<file path="src/rtl/pipe_stage_latch_if.sv">
// -----------------------------------------------------------------------------
// pipe_stage_latch_if
// Handshake and payload bundle around one pipeline stage register.
//
// Signals
//   in_valid  / in_ready   upstream valid/ready pair (beat moves when both are 1)
//   in_pc     / in_data    upstream payload, sampled by the stage on an accepted beat
//   out_valid / out_ready  downstream valid/ready pair
//   out_pc    / out_data   payload currently held by the stage
//
// Modports
//   master  environment side: drives upstream beats and downstream acceptance
//   slave   stage side: accepts upstream beats and presents the held entry
// -----------------------------------------------------------------------------
interface pipe_stage_latch_if #(
    parameter int PC_WIDTH   = 16,
    parameter int DATA_WIDTH = 16
);
    logic                  in_valid;
    logic                  in_ready;
    logic [PC_WIDTH-1:0]   in_pc;
    logic [DATA_WIDTH-1:0] in_data;
    logic                  out_valid;
    logic                  out_ready;
    logic [PC_WIDTH-1:0]   out_pc;
    logic [DATA_WIDTH-1:0] out_data;

    modport master (
        output in_valid, in_pc, in_data, out_ready,
        input  in_ready, out_valid, out_pc, out_data
    );

    modport slave (
        input  in_valid, in_pc, in_data, out_ready,
        output in_ready, out_valid, out_pc, out_data
    );
endinterface

</file>
<file path="src/rtl/pipe_stage_latch.sv">
// -----------------------------------------------------------------------------
// pipe_stage_latch
// Generic LC-3b pipeline stage register carrying a PC and an instruction/data
// word between two stages, with valid/ready handshake, backpressure stall,
// synchronous flush (bubble insertion) and an optional two-entry skid buffer.
//
// Parameters
//   PC_WIDTH    width of the PC field
//   DATA_WIDTH  width of the instruction/data field
//   NOP_WORD    value presented on out_data whenever no valid entry is held
//   SKID        0: single entry, in_ready combinational from out_ready
//               1: two entries (MAIN + SKIDREG), in_ready fully registered
//
// Ports
//   clk        rising-edge clock
//   reset      asynchronous, active-high reset; held entries are lost
//   flush      synchronous discard of all entries and of a same-cycle input beat
//   bus        pipe_stage_latch_if.slave (upstream and downstream handshake)
//   occupancy  number of valid entries held (0..1 or 0..2)
// -----------------------------------------------------------------------------
module pipe_stage_latch #(
    parameter int                    PC_WIDTH   = 16,
    parameter int                    DATA_WIDTH = 16,
    parameter logic [DATA_WIDTH-1:0] NOP_WORD   = {DATA_WIDTH{1'b0}},
    parameter bit                    SKID       = 1'b1
) (
    input  logic              clk,
    input  logic              reset,
    input  logic              flush,
    pipe_stage_latch_if.slave bus,
    output logic [1:0]        occupancy
);

    // FULL is only reachable with the skid slot present: with SKID=0 an
    // accepted beat in ONE always coincides with the held beat leaving.
    typedef enum logic [1:0] {
        ST_EMPTY = 2'd0,
        ST_ONE   = 2'd1,
        ST_FULL  = 2'd2
    } state_e;

    localparam logic [PC_WIDTH-1:0] PC_IDLE = {PC_WIDTH{1'b0}};

    // Entry count implied by a state; kept as a function so the count can
    // never drift from the state encoding.
    function automatic logic [1:0] occ_of(input state_e st);
        case (st)
            ST_EMPTY: occ_of = 2'd0;
            ST_ONE:   occ_of = 2'd1;
            ST_FULL:  occ_of = 2'd2;
            default:  occ_of = 2'd0;
        endcase
    endfunction

    state_e                state_q;
    state_e                state_d;
    logic [PC_WIDTH-1:0]   main_pc_q;
    logic [PC_WIDTH-1:0]   main_pc_d;
    logic [DATA_WIDTH-1:0] main_data_q;
    logic [DATA_WIDTH-1:0] main_data_d;
    logic [PC_WIDTH-1:0]   skid_pc_q;
    logic [PC_WIDTH-1:0]   skid_pc_d;
    logic [DATA_WIDTH-1:0] skid_data_q;
    logic [DATA_WIDTH-1:0] skid_data_d;
    logic                  out_valid_q;
    logic                  out_valid_d;
    logic                  in_ready_q;
    logic                  in_ready_d;
    logic [1:0]            occ_q;
    logic [1:0]            occ_d;

    logic                  in_ready_s;
    logic                  in_fire_s;
    logic                  out_fire_s;

    // With the skid slot the ready flag comes straight from a flop; without it
    // the single register may refill in the same cycle it drains.
    assign in_ready_s = SKID ? in_ready_q : (~out_valid_q | bus.out_ready);
    assign in_fire_s  = bus.in_valid & in_ready_s;
    assign out_fire_s = out_valid_q & bus.out_ready;

    // MAIN is forced to PC_IDLE/NOP_WORD whenever the stage empties, so the
    // visible payload is a plain register read with no output mux.
    assign bus.in_ready  = in_ready_s;
    assign bus.out_valid = out_valid_q;
    assign bus.out_pc    = main_pc_q;
    assign bus.out_data  = main_data_q;
    assign occupancy     = occ_q;

    // State register.
    always_ff @(posedge clk or posedge reset) begin
        if (reset) begin
            state_q <= ST_EMPTY;
        end else begin
            state_q <= state_d;
        end
    end

    // Next-state logic; flush overrides every handshake outcome.
    always_comb begin
        state_d = state_q;
        if (flush) begin
            state_d = ST_EMPTY;
        end else begin
            case (state_q)
                ST_EMPTY: begin
                    if (in_fire_s) begin
                        state_d = ST_ONE;
                    end else begin
                        state_d = ST_EMPTY;
                    end
                end
                ST_ONE: begin
                    if (in_fire_s && !out_fire_s) begin
                        state_d = ST_FULL;
                    end else if (!in_fire_s && out_fire_s) begin
                        state_d = ST_EMPTY;
                    end else begin
                        state_d = ST_ONE;
                    end
                end
                ST_FULL: begin
                    if (out_fire_s) begin
                        state_d = ST_ONE;
                    end else begin
                        state_d = ST_FULL;
                    end
                end
                default: begin
                    state_d = ST_EMPTY;
                end
            endcase
        end
    end

    // Output logic: payload slot updates plus flag values for the next state.
    always_comb begin
        main_pc_d   = main_pc_q;
        main_data_d = main_data_q;
        skid_pc_d   = skid_pc_q;
        skid_data_d = skid_data_q;
        if (flush) begin
            main_pc_d   = PC_IDLE;
            main_data_d = NOP_WORD;
        end else begin
            case (state_q)
                ST_EMPTY: begin
                    if (in_fire_s) begin
                        main_pc_d   = bus.in_pc;
                        main_data_d = bus.in_data;
                    end else begin
                        main_pc_d   = PC_IDLE;
                        main_data_d = NOP_WORD;
                    end
                end
                ST_ONE: begin
                    if (in_fire_s && out_fire_s) begin
                        main_pc_d   = bus.in_pc;
                        main_data_d = bus.in_data;
                    end else if (out_fire_s) begin
                        main_pc_d   = PC_IDLE;
                        main_data_d = NOP_WORD;
                    end else if (in_fire_s) begin
                        // MAIN is still waiting downstream; park the new beat
                        // behind it so order is preserved.
                        skid_pc_d   = bus.in_pc;
                        skid_data_d = bus.in_data;
                    end else begin
                        main_pc_d   = main_pc_q;
                        main_data_d = main_data_q;
                    end
                end
                ST_FULL: begin
                    if (out_fire_s) begin
                        main_pc_d   = skid_pc_q;
                        main_data_d = skid_data_q;
                    end else begin
                        main_pc_d   = main_pc_q;
                        main_data_d = main_data_q;
                    end
                end
                default: begin
                    main_pc_d   = PC_IDLE;
                    main_data_d = NOP_WORD;
                end
            endcase
        end
        out_valid_d = (state_d != ST_EMPTY);
        in_ready_d  = (state_d != ST_FULL);
        occ_d       = occ_of(state_d);
    end

    // Payload and flag registers; in_ready resets low and rises on the first
    // edge after reset is released.
    always_ff @(posedge clk or posedge reset) begin
        if (reset) begin
            main_pc_q   <= PC_IDLE;
            main_data_q <= NOP_WORD;
            skid_pc_q   <= PC_IDLE;
            skid_data_q <= NOP_WORD;
            out_valid_q <= 1'b0;
            in_ready_q  <= 1'b0;
            occ_q       <= 2'd0;
        end else begin
            main_pc_q   <= main_pc_d;
            main_data_q <= main_data_d;
            skid_pc_q   <= skid_pc_d;
            skid_data_q <= skid_data_d;
            out_valid_q <= out_valid_d;
            in_ready_q  <= in_ready_d;
            occ_q       <= occ_d;
        end
    end

endmodule

</file>
<file path="src/flat_wrapper.sv">
// flat-port wrapper written by rule: the top's interface ports become plain ports
module pipe_stage_latch_flat 
#(
    parameter int                    PC_WIDTH   = 16,
    parameter int                    DATA_WIDTH = 16,
    parameter logic [DATA_WIDTH-1:0] NOP_WORD   = {DATA_WIDTH{1'b0}},
    parameter bit                    SKID       = 1'b1
)
  (clk, reset, flush, occupancy, bus_in_valid, bus_in_pc, bus_in_data, bus_out_ready, bus_in_ready, bus_out_valid, bus_out_pc, bus_out_data);
  pipe_stage_latch_if #(.PC_WIDTH(PC_WIDTH), .DATA_WIDTH(DATA_WIDTH)) bus_i ();
  input  logic clk;
  input  logic reset;
  input  logic flush;
  output logic [1:0] occupancy;
  input wire logic [$bits(bus_i.in_valid)-1:0] bus_in_valid;
  input wire logic [$bits(bus_i.in_pc)-1:0] bus_in_pc;
  input wire logic [$bits(bus_i.in_data)-1:0] bus_in_data;
  input wire logic [$bits(bus_i.out_ready)-1:0] bus_out_ready;
  output wire logic [$bits(bus_i.in_ready)-1:0] bus_in_ready;
  output wire logic [$bits(bus_i.out_valid)-1:0] bus_out_valid;
  output wire logic [$bits(bus_i.out_pc)-1:0] bus_out_pc;
  output wire logic [$bits(bus_i.out_data)-1:0] bus_out_data;
  assign bus_i.in_valid = bus_in_valid;
  assign bus_i.in_pc = bus_in_pc;
  assign bus_i.in_data = bus_in_data;
  assign bus_i.out_ready = bus_out_ready;
  assign bus_in_ready = bus_i.in_ready;
  assign bus_out_valid = bus_i.out_valid;
  assign bus_out_pc = bus_i.out_pc;
  assign bus_out_data = bus_i.out_data;
  pipe_stage_latch #(.PC_WIDTH(PC_WIDTH), .DATA_WIDTH(DATA_WIDTH), .NOP_WORD(NOP_WORD), .SKID(SKID)) u_core (.clk(clk), .reset(reset), .flush(flush), .bus(bus_i), .occupancy(occupancy));
endmodule
</file>
<file path="config.mk">
export PLATFORM = sky130hd
export DESIGN_NAME = pipe_stage_latch_flat
export DESIGN_NICKNAME = d
export VERILOG_FILES = /design/src/rtl/pipe_stage_latch_if.sv /design/src/rtl/pipe_stage_latch.sv /design/src/flat_wrapper.sv
export SDC_FILE = /design/constraint.sdc
export NUM_CORES = 1
export LEC_CHECK = 0
export ABC_CLOCK_PERIOD_IN_PS = 3100
export BUFFER_PORTS_ARGS = -buffer_cell sky130_fd_sc_hd__buf_2
export CAP_MARGIN = 10
export CORE_MARGIN = 2
export CORE_UTILIZATION = 53
export DETAILED_ROUTE_END_ITERATION = 12
export GPL_TIMING_DRIVEN = 0
export PLACE_DENSITY = 0.79
export RECOVER_POWER = 25
export SKIP_LAST_GASP = 1
export SYNTH_ARGS = -nofsm -noshare
export SYNTH_HDL_FRONTEND = slang
export SYNTH_SLANG_ARGS = --single-unit
</file>
<file path="constraint.sdc">
create_clock -name clk -period 3.1 [get_ports clk]
set_clock_uncertainty 0.2 [all_clocks]
set_input_delay 0.31 -clock clk [delete_from_list [all_inputs] [get_ports clk]]
set_output_delay 0.31 -clock clk [all_outputs]
set_load 0.01 [all_outputs]
</file>
# Word level (Yosys, flattened, before mapping)
# Cells that the tools add are included.
[totals]
ff_bits = 70
latchBits = 0
mem_bits_rw = 0
mem_bits_ro = 0
input_bits = 37
out_inout_bits = 36
elab_cells = 47
n_memories = 0
[classes]
n_addsub = 0
n_mul = 0
div = 0
order_cmp = 0
n_eq_ne = 7
shifts = 0
n_mux = 18
bitwise_logic = 5
reduce_logical = 9
[op_table]
columns = ["cell", "n"]
rows = [
  ["16-bit 2-to-1 mux", 9],
  ["16-bit one-hot mux with 3 select lines", 2],
  ["2-bit 2-to-1 mux", 3],
  ["2-bit one-hot mux with 3 select lines", 1],
  ["5-bit AND reduction", 1],
  ["2-bit by 1-bit == test with 1-bit output (second input constant)", 2],
  ["2-bit == test (second input constant)", 2],
  ["4-bit by 2-bit inequality test with 1-bit output (second input constant)", 1],
  ["2-bit one-hot mux with 2 select lines", 1],
  ["1-bit logical AND", 3],
  ["3-bit by 2-bit inequality test with 1-bit output (second input constant)", 1],
  ["1-bit NOT", 3],
  ["1-bit bitwise AND", 2],
  ["1-bit zero test", 2],
  ["2-bit zero test", 1],
  ["1-bit 2-to-1 mux", 2],
  ["2-bit inequality test (second input constant)", 1],
  ["2-bit AND reduction", 1],
  ["2-bit nonzero test", 1],
]

# Longest topological paths before layout
# Gate-level depths: netlist (run 1).
[depth]
depth_word = 9
ltp_mapped = 6
depth_no_buf = 3

# Worst setup path before layout (run 1)
# OpenSTA, ideal clock, no wires.
[synth_timing]
path_type = "reg-to-reg"
startpoint = "register u_core.out_valid_q, in the netlist u_core.bus.out_valid"
endpoint = "register u_core.skid_data_q[0]"
setup_time_ns = 0.125
arrival_ns = 1.602
required_time_ns = 2.775
path_slack_ns = 1.173
path_stages_with_launch = 6
n_path_buf = 2
synth_period_minus_slack_ns = 1.927
cell_sequence = "dfrtp_1 > a21bo_2 > buf_6 > nor4_4 > buf_6 > mux2_2"
[synth_between]
elab_chain_len = 4
elab_cells_between_ends = 5
classes_between = "bitwise: 3; reduce/logical: 2"
[synth_lines]
columns = ["item", "line_no", "source"]
rows = [
  ["start, declared", "pipe_stage_latch.sv:65", "logic out_valid_q;"],
  ["start signal, assigned", "pipe_stage_latch.sv:209", "out_valid_q <= out_valid_d;"],
  ["1-bit bitwise AND *", "pipe_stage_latch.sv:80", "assign out_fire_s = out_valid_q & bus.out_ready;"],
  ["1-bit logical AND", "pipe_stage_latch.sv:157", "if (in_fire_s && out_fire_s) begin"],
  ["1-bit NOT (no line)", "--", ""],
  ["5-bit AND reduction (no line) *", "--", ""],
  ["end signal, assigned", "pipe_stage_latch.sv:208", "skid_data_q <= skid_data_d;"],
  ["end, declared", "pipe_stage_latch.sv:63", "logic [DATA_WIDTH-1:0] skid_data_q;"],
]
# Mark *: on every way between the ends. The rest lies on a longest branch, timed or not.
# A chain may end at the register's enable or synchronous reset.

# Final worst setup path (run 1)
[layout_timing]
startpoint = "register u_core.out_valid_q, in the netlist u_core.bus.out_valid"
endpoint = "register u_core.skid_data_q[2]"
# Same word-level chain as after synthesis.

==> impl_metrics.env, run 1 <==
export IMPL_synth_area_um2=2977
export IMPL_yosys_warnings=0
export IMPL_synth_edf_count=0
export IMPL_fp_dieW_um=78.94
export IMPL_io_pins=73
export IMPL_antenna_found_initial=0
export IMPL_synthArstFlopShare_pct=100.0
export IMPL_overflow=0
export IMPL_root_buffer="clkbuf_8"
export IMPL_post_route_util_pct=65.73
export IMPL_clk_path_buf_depth=2
export IMPL_arrival_ns=2.11
export IMPL_die_h_um=78.94
export IMPL_min_path_type="in -> reg"
export IMPL_area_growth_pct=20.85
export IMPL_viasPerCell=5.727
export IMPL_wl_mm=6.517
export IMPL_grtUsageTotal_pct=22.11
export IMPL_synth_cell_types=25
export IMPL_port_buffers=71
export IMPL_setup_viol=0
export IMPL_crit_buf_inv=2
export IMPL_clk_latency_ns=0.33
export IMPL_rsz0062_at_grt="false"
export IMPL_endpoint_kind="register"
export IMPL_worstMarginPinSlew_ns=1.425
export IMPL_clock_sinks=70
export IMPL_wl_per_cell_um=17.43
export IMPL_synth_area_leader_cell="dfrtp_1"
export IMPL_start_kind="register"
export IMPL_dieArea_um2=6232
export IMPL_cpMaxStageDelayCell="dfrtp_1"
export IMPL_status="complete, no violations"
export IMPL_vias=2142
export IMPL_p_leak_nw=1.525
export IMPL_crit_fanout=10
export IMPL_ys_top_cells_by_area="dfrtp_1 59%, mux2_2 11%, a32oi_1 9.4%"
export IMPL_row_count=27
export IMPL_core_um2=5473
export IMPL_syn_nets=250
export IMPL_post_cts_resized=0
export IMPL_htreeDepth=3
export IMPL_path_cells="a21bo_2, buf_6, nor4_4, buf_6, mux2_1"
export IMPL_crit_top_cell="buf_6"
export IMPL_place_gp_congestion=0.7750
export IMPL_synth_most_common_cell="dfrtp_1"
export IMPL_drc=0
export IMPL_grt_first_pass_wirelength_mm=10.52
export IMPL_period_minus_slack_ns=2.093
export IMPL_finalSetupTns_ns=0
export IMPL_cts_tree="built"
export IMPL_ys_flop_type="dfrtp_1"
export IMPL_drv_cap=0
export IMPL_ir_drop_v=0.0004330
export IMPL_synth_seq_cells=70
export IMPL_clkSlewWorstSetupHoldPaths_ns=0.07
export IMPL_preCtsSetupSlack_ns=0.9966
export IMPL_clock_fmax_ghz=0.4777
export IMPL_cts_buffers=9
export IMPL_hold_violations=0
export IMPL_synth_top_area_share_pct=58.85
export IMPL_cp_required_ns=3.12
export IMPL_hpwlAfterDp_mm=4.334
export IMPL_drive_above_1_share_pct=30.46
export IMPL_ant_nets=0
export IMPL_drt_initial_drc_count=96
export IMPL_initial_core_util_pct=54.39
export IMPL_critPathKind="reg -> reg"
export IMPL_fin_ws_ns=1.007
export IMPL_slew_viol_final=0
export IMPL_maxSlewHeadroom_pct=5.006
export IMPL_grt_max_degree=71
export IMPL_max_stage_delay_ns=0.45
export IMPL_synth_sequential_area_ratio_pct=58.85
export IMPL_cp_top_family="flip-flops"
export IMPL_synth_avg_cell_area_um2=13.97
export IMPL_period_share_pct=67.52
export IMPL_first_pass_iters=5
export IMPL_fin_nets=334
export IMPL_grt_pass1_vias=2200
export IMPL_syn_inst=213
export IMPL_n_antenna_cell=0
export IMPL_power_density_nw_per_um2=918.4
export IMPL_synthTopCellsByCount="70 x dfrtp_1, 32 x a32oi_1, 32 x o2bb2ai_1"
sequential cells by signal, indices dropped and copies added, names as in the netlist:
register              count
u_core.bus.out_data      16
u_core.bus.out_pc        16
u_core.skid_data_q       16
u_core.skid_pc_q         16
u_core.occupancy          2
u_core.state_q            2
u_core.bus.in_ready       1
u_core.bus.out_valid      1
where the power goes:
group / internal, W / leakage, nW / switching (W)
clock: 0.000412 / 0.106 / 0.000330
sequential: 0.00126 / 0.901 / 0.000189
combinational: 0.000472 / 0.518 / 0.000636
total: 0.00215 / 1.52 / 0.00116
worst paths after layout:
path / startpoint / endpoint / slack, ns / cells past startpoint
min in group asynchronous: reset / u_core.bus.out_pc[4] / 0.74 / 3
min reg2reg: u_core.bus.out_data[15] / u_core.bus.out_data[15] / 0.29 / 1
max: u_core.bus.out_valid / u_core.skid_data_q[2] / 1.01 / 5
min: bus_in_pc[5] / u_core.skid_pc_q[5] / 0.02 / 2
max reg2reg: u_core.bus.out_valid / u_core.skid_data_q[2] / 1.01 / 5
max in group asynchronous: reset / u_core.bus.out_data[4] / 1.07 / 3
repair_timing:
action,in CTS,in global routing
hold endpoints to repair,71,0
buffers inserted,0,0
hold buffers,2,0
routing by layer:
| layer | wire [um] | part of all wire, % | vias up | track usage (%) |
|---|---|---|---|---|
| met5 | 0 | 0 | - | 0 |
| met3 | 205 | 3.1 | 9 | 3.523 |
| met1 | 2969 | 46 | 1079 | 29.09 |
| met4 | 105 | 1.6 | 0 | 12.76 |
| li1 | - | - | 1010 | - |
| met2 | 3237 | 50 | 44 | 35.04 |
area by class of cell:
cell class	instances	area, um2
tap	72	90.09
multi-input combinational	118	1095
fill	465	1876
buffer	23	122.6
inverter	2	7.507
clock inverter	4	45.04
clock buffer	12	155.1
sequential	70	1752
timing repair buffer	73	330.3
cells in the final DEF (no fill, tap or decap), drive strengths merged:
cell type / n
o21bai: 1
a211oi: 1
and2b: 1
and3b: 1
inv: 2
buf: 46
nor4: 1
and3: 1
mux2: 33
o21ai: 2
o2bb2ai: 32
dfrtp: 70
nor2: 2
clkbuf: 60
nor4bb: 1
nand2: 2
a21bo: 2
clkinv: 3
a32oi: 32
a21oi: 1
xnor2: 1
dlygate4sd3: 2
bufinv: 1
o21a: 2
o31ai: 2
per-stage QoR:
step           hold slack (ns)  power, W  cell area [um2]  std cells
6_report               0.01522  0.003304             3597        374
3_3_place_gp            0.2648  0.002562             3422        356
2_1_floorplan           0.2447  0.002223             2977        213
3_5_place_dp            0.2681  0.002609             3425        356
5_1_grt                0.01089  0.003505             3597        374
4_1_cts               0.003269  0.003353             3645        374
cell families (layout without fill, tap and decap cells):
logic type / count (synthesis) / count (layout) / share of synthesized area, %
and+or+nand+nor: 9 / 9 / 2.312
buffers and inverters: 25 / 114 / 4.371
AOI/OAI and AO/OA: 75 / 75 / 21.69
DFF: 70 / 70 / 58.85
muxes: 33 / 33 / 12.48
xor gates and xnor gates: 1 / 1 / 0.2943
No activity file was read; power rests on OpenSTA's default activity.
==> inputs of run 2 (changes only) <==
--- a/config.mk
+++ b/config.mk
@@ -5,7 +5,7 @@
 export SDC_FILE = /design/constraint.sdc
 export NUM_CORES = 1
 export LEC_CHECK = 0
-export ABC_CLOCK_PERIOD_IN_PS = 3100
+export ABC_CLOCK_PERIOD_IN_PS = 2000
 export BUFFER_PORTS_ARGS = -buffer_cell sky130_fd_sc_hd__buf_2
 export CAP_MARGIN = 10
 export CORE_MARGIN = 2
==> constraint.sdc (replaced) <==
create_clock -name clk -period 2 [get_ports clk]
set_clock_uncertainty 0.2 [all_clocks]
set_input_delay 0.2 -clock clk [delete_from_list [all_inputs] [get_ports clk]]
set_output_delay 0.2 -clock clk [all_outputs]
set_load 0.01 [all_outputs]
==> impl_metrics.env, run 2 (synthesized netlist as in run 1, its figures left out) <==
export IMPL_antenna_found_initial=0
export IMPL_preCtsSetupSlack_ns=-0.1112
export IMPL_ant_nets=0
export IMPL_cts_buffers=9
export IMPL_clock_sinks=70
export IMPL_status="complete, no violations"
export IMPL_min_path_type="in -> reg"
export IMPL_crit_fanout=7
export IMPL_combPwrFrac_pct=35.3
export IMPL_n_antenna_cell=0
export IMPL_regToRegStartpoint="u_core.bus.out_valid"
export IMPL_overflow=0
export IMPL_drc=0
export IMPL_hold_start="bus_out_ready"
export IMPL_switching_share_pct=34.47
export IMPL_power_frac_clock_pct=23.1
export IMPL_fp_dieW_um=78.94
export IMPL_slew_viol_final=0
export IMPL_rr_worst_depth=5
export IMPL_root_buffer="clkbuf_8"
export IMPL_clock_fmax_ghz=0.5221
export IMPL_cts_tree="built"
export IMPL_hold_depth=3
export IMPL_final_cell_mix="69 x dfrtp_1, 62 x buf_2, 33 x dlygate4sd3_1"
export IMPL_hold_violations=0
export IMPL_pwr_share_seq_pct=41.7
export IMPL_place_gp_congestion=0.7726
export IMPL_drt_initial_drc_count=76
export IMPL_grt_max_degree=43
export IMPL_viasPerCell=5.757
export IMPL_final_common_cell="dfrtp_1"
export IMPL_cp_required_ns=2.03
export IMPL_hpwlAfterDp_mm=4.482
export IMPL_fin_nets=371
export IMPL_maxSlewHeadroom_pct=56.65
export IMPL_hold_slack_ns=0.08642
export IMPL_port_buffers=71
export IMPL_period_minus_slack_ns=1.916
export IMPL_p_switching_w=0.001875
export IMPL_critPathKind="reg -> reg"
export IMPL_wl_per_cell_um=17.94
export IMPL_grt_pass1_vias=2327
export IMPL_wl_mm=7.374
export IMPL_first_pass_iters=5
export IMPL_clk_latency_ns=0.35
export IMPL_grt_first_pass_wirelength_mm=11.34
export IMPL_fin_ws_ns=0.08448
export IMPL_dp_cells=357
export IMPL_grtUsageTotal_pct=23.88
export IMPL_endpoint_kind="register"
export IMPL_clkSlewWorstSetupHoldPaths_ns=0.07
export IMPL_row_count=27
export IMPL_clk_path_buf_depth=2
export IMPL_start_kind="register"
export IMPL_io_pins=73
export IMPL_initial_core_util_pct=54.39
export IMPL_arrival_ns=1.95
export IMPL_setup_viol=0
export IMPL_period_share_pct=95.78
export IMPL_stdcell_count=411
export IMPL_drive_above_1_share_pct=37.76
export IMPL_worstMarginPinSlew_ns=0.6489
export IMPL_area_growth_pct=37.83
export IMPL_die_h_um=78.94
export IMPL_dieArea_um2=6232
export IMPL_final_area_um2=4103
export IMPL_rsz0062_at_grt="true"
export IMPL_p_int_w=0.003565
export IMPL_core_um2=5473
export IMPL_ir_drop_v=0.0006703
export IMPL_power_density_nw_per_um2=1326
export IMPL_drv_cap=0
export IMPL_place_area_um2=3446
export IMPL_p_leak_nw=1.815
export IMPL_critPathLaunch="u_core.bus.out_valid"
export IMPL_vias=2366
export IMPL_htreeDepth=3
==> run 2: cell count changes in the layout (fill, tap and decap cells not counted), sizes merged <==
cell | before | now
buf | 46 | 69
clkinv | 3 | 2
clkbuf | 60 | 41
clkinvlp | 0 | 3
bufinv | 1 | 2
dlygate4sd3 | 2 | 33
inv | 2 | 1
==> run 2: path summary, 6_finish.rpt <==
check                                         end  slack (ns)
setup / recovery           u_core.skid_data_q[12]        0.08
hold / removal              u_core.bus.out_pc[15]        0.09
setup reg to reg           u_core.skid_data_q[12]        0.08
hold reg to reg            u_core.bus.out_data[5]        0.29
max in group asynchronous    u_core.bus.out_valid        0.70
min in group asynchronous   u_core.skid_data_q[7]        0.29
==> run 2: final cells by class <==
class,count,area (um2)
Sequential cell,70,1753
Tap cell,72,90.09
Fill cell,383,1370
Clock inverter,6,85.08
Timing Repair Buffer,111,787.0
Buffer,22,132.6
Multi-Input combinational cell,118,1106
Clock buffer,10,137.6
Inverter,2,11.26
==> run 2: power by group through the flow <==
stage          clock network, W  registers [W]  logic (W)
3_5_place_dp                  0        0.00227    0.00179
4_1_cts                 0.00128        0.00225    0.00186
2_1_floorplan                 0        0.00232    0.00112
3_3_place_gp                  0        0.00224    0.00173
6_report                0.00125        0.00227    0.00192
5_1_grt                 0.00134        0.00233    0.00209
==> run 2: timing repair <==
item                                    in CTS  in global routing
hold buffers                                33                  0
gates resized for setup                      3                 18
hold endpoints to repair                    80                  0
endpoints found under the setup margin      42                 67
gates cloned                                 0                  3
pin swaps                                    1                  2
buffers inserted                             2                  1
==> run 2: worst max-delay path, cell delays in order (launching register included) <==
cell and delay [ns]:
dfrtp_2 0.45, a21bo_2 0.27, nor4_4 0.17, buf_6 0.21, clkbuf_16 0.16, mux2_2 0.32
==> run 2: stage by stage <==
step / utilization (%) / power [W] / setup TNS [ns]
after global placement: 62.60 / 0.003973 / -2.094
after floorplan: - / 0.003446 / 0
after detailed placement: 62.96 / 0.004063 / -3.060
after CTS: 73.41 / 0.005393 / -0.07827
final: 74.97 / 0.005441 / 0
after global routing: 74.97 / 0.005762 / -0.02266
==> run 2: layer usage <==
metal  vias to the layer above  global-route usage [%]  wire length, um
met3                        15                   5.227              354
met1                      1177                   33.05             3342
met5                         -                       0                0
li1                       1090                       -                -
met2                        84                   37.09             3529
met4                         0                   9.483              148
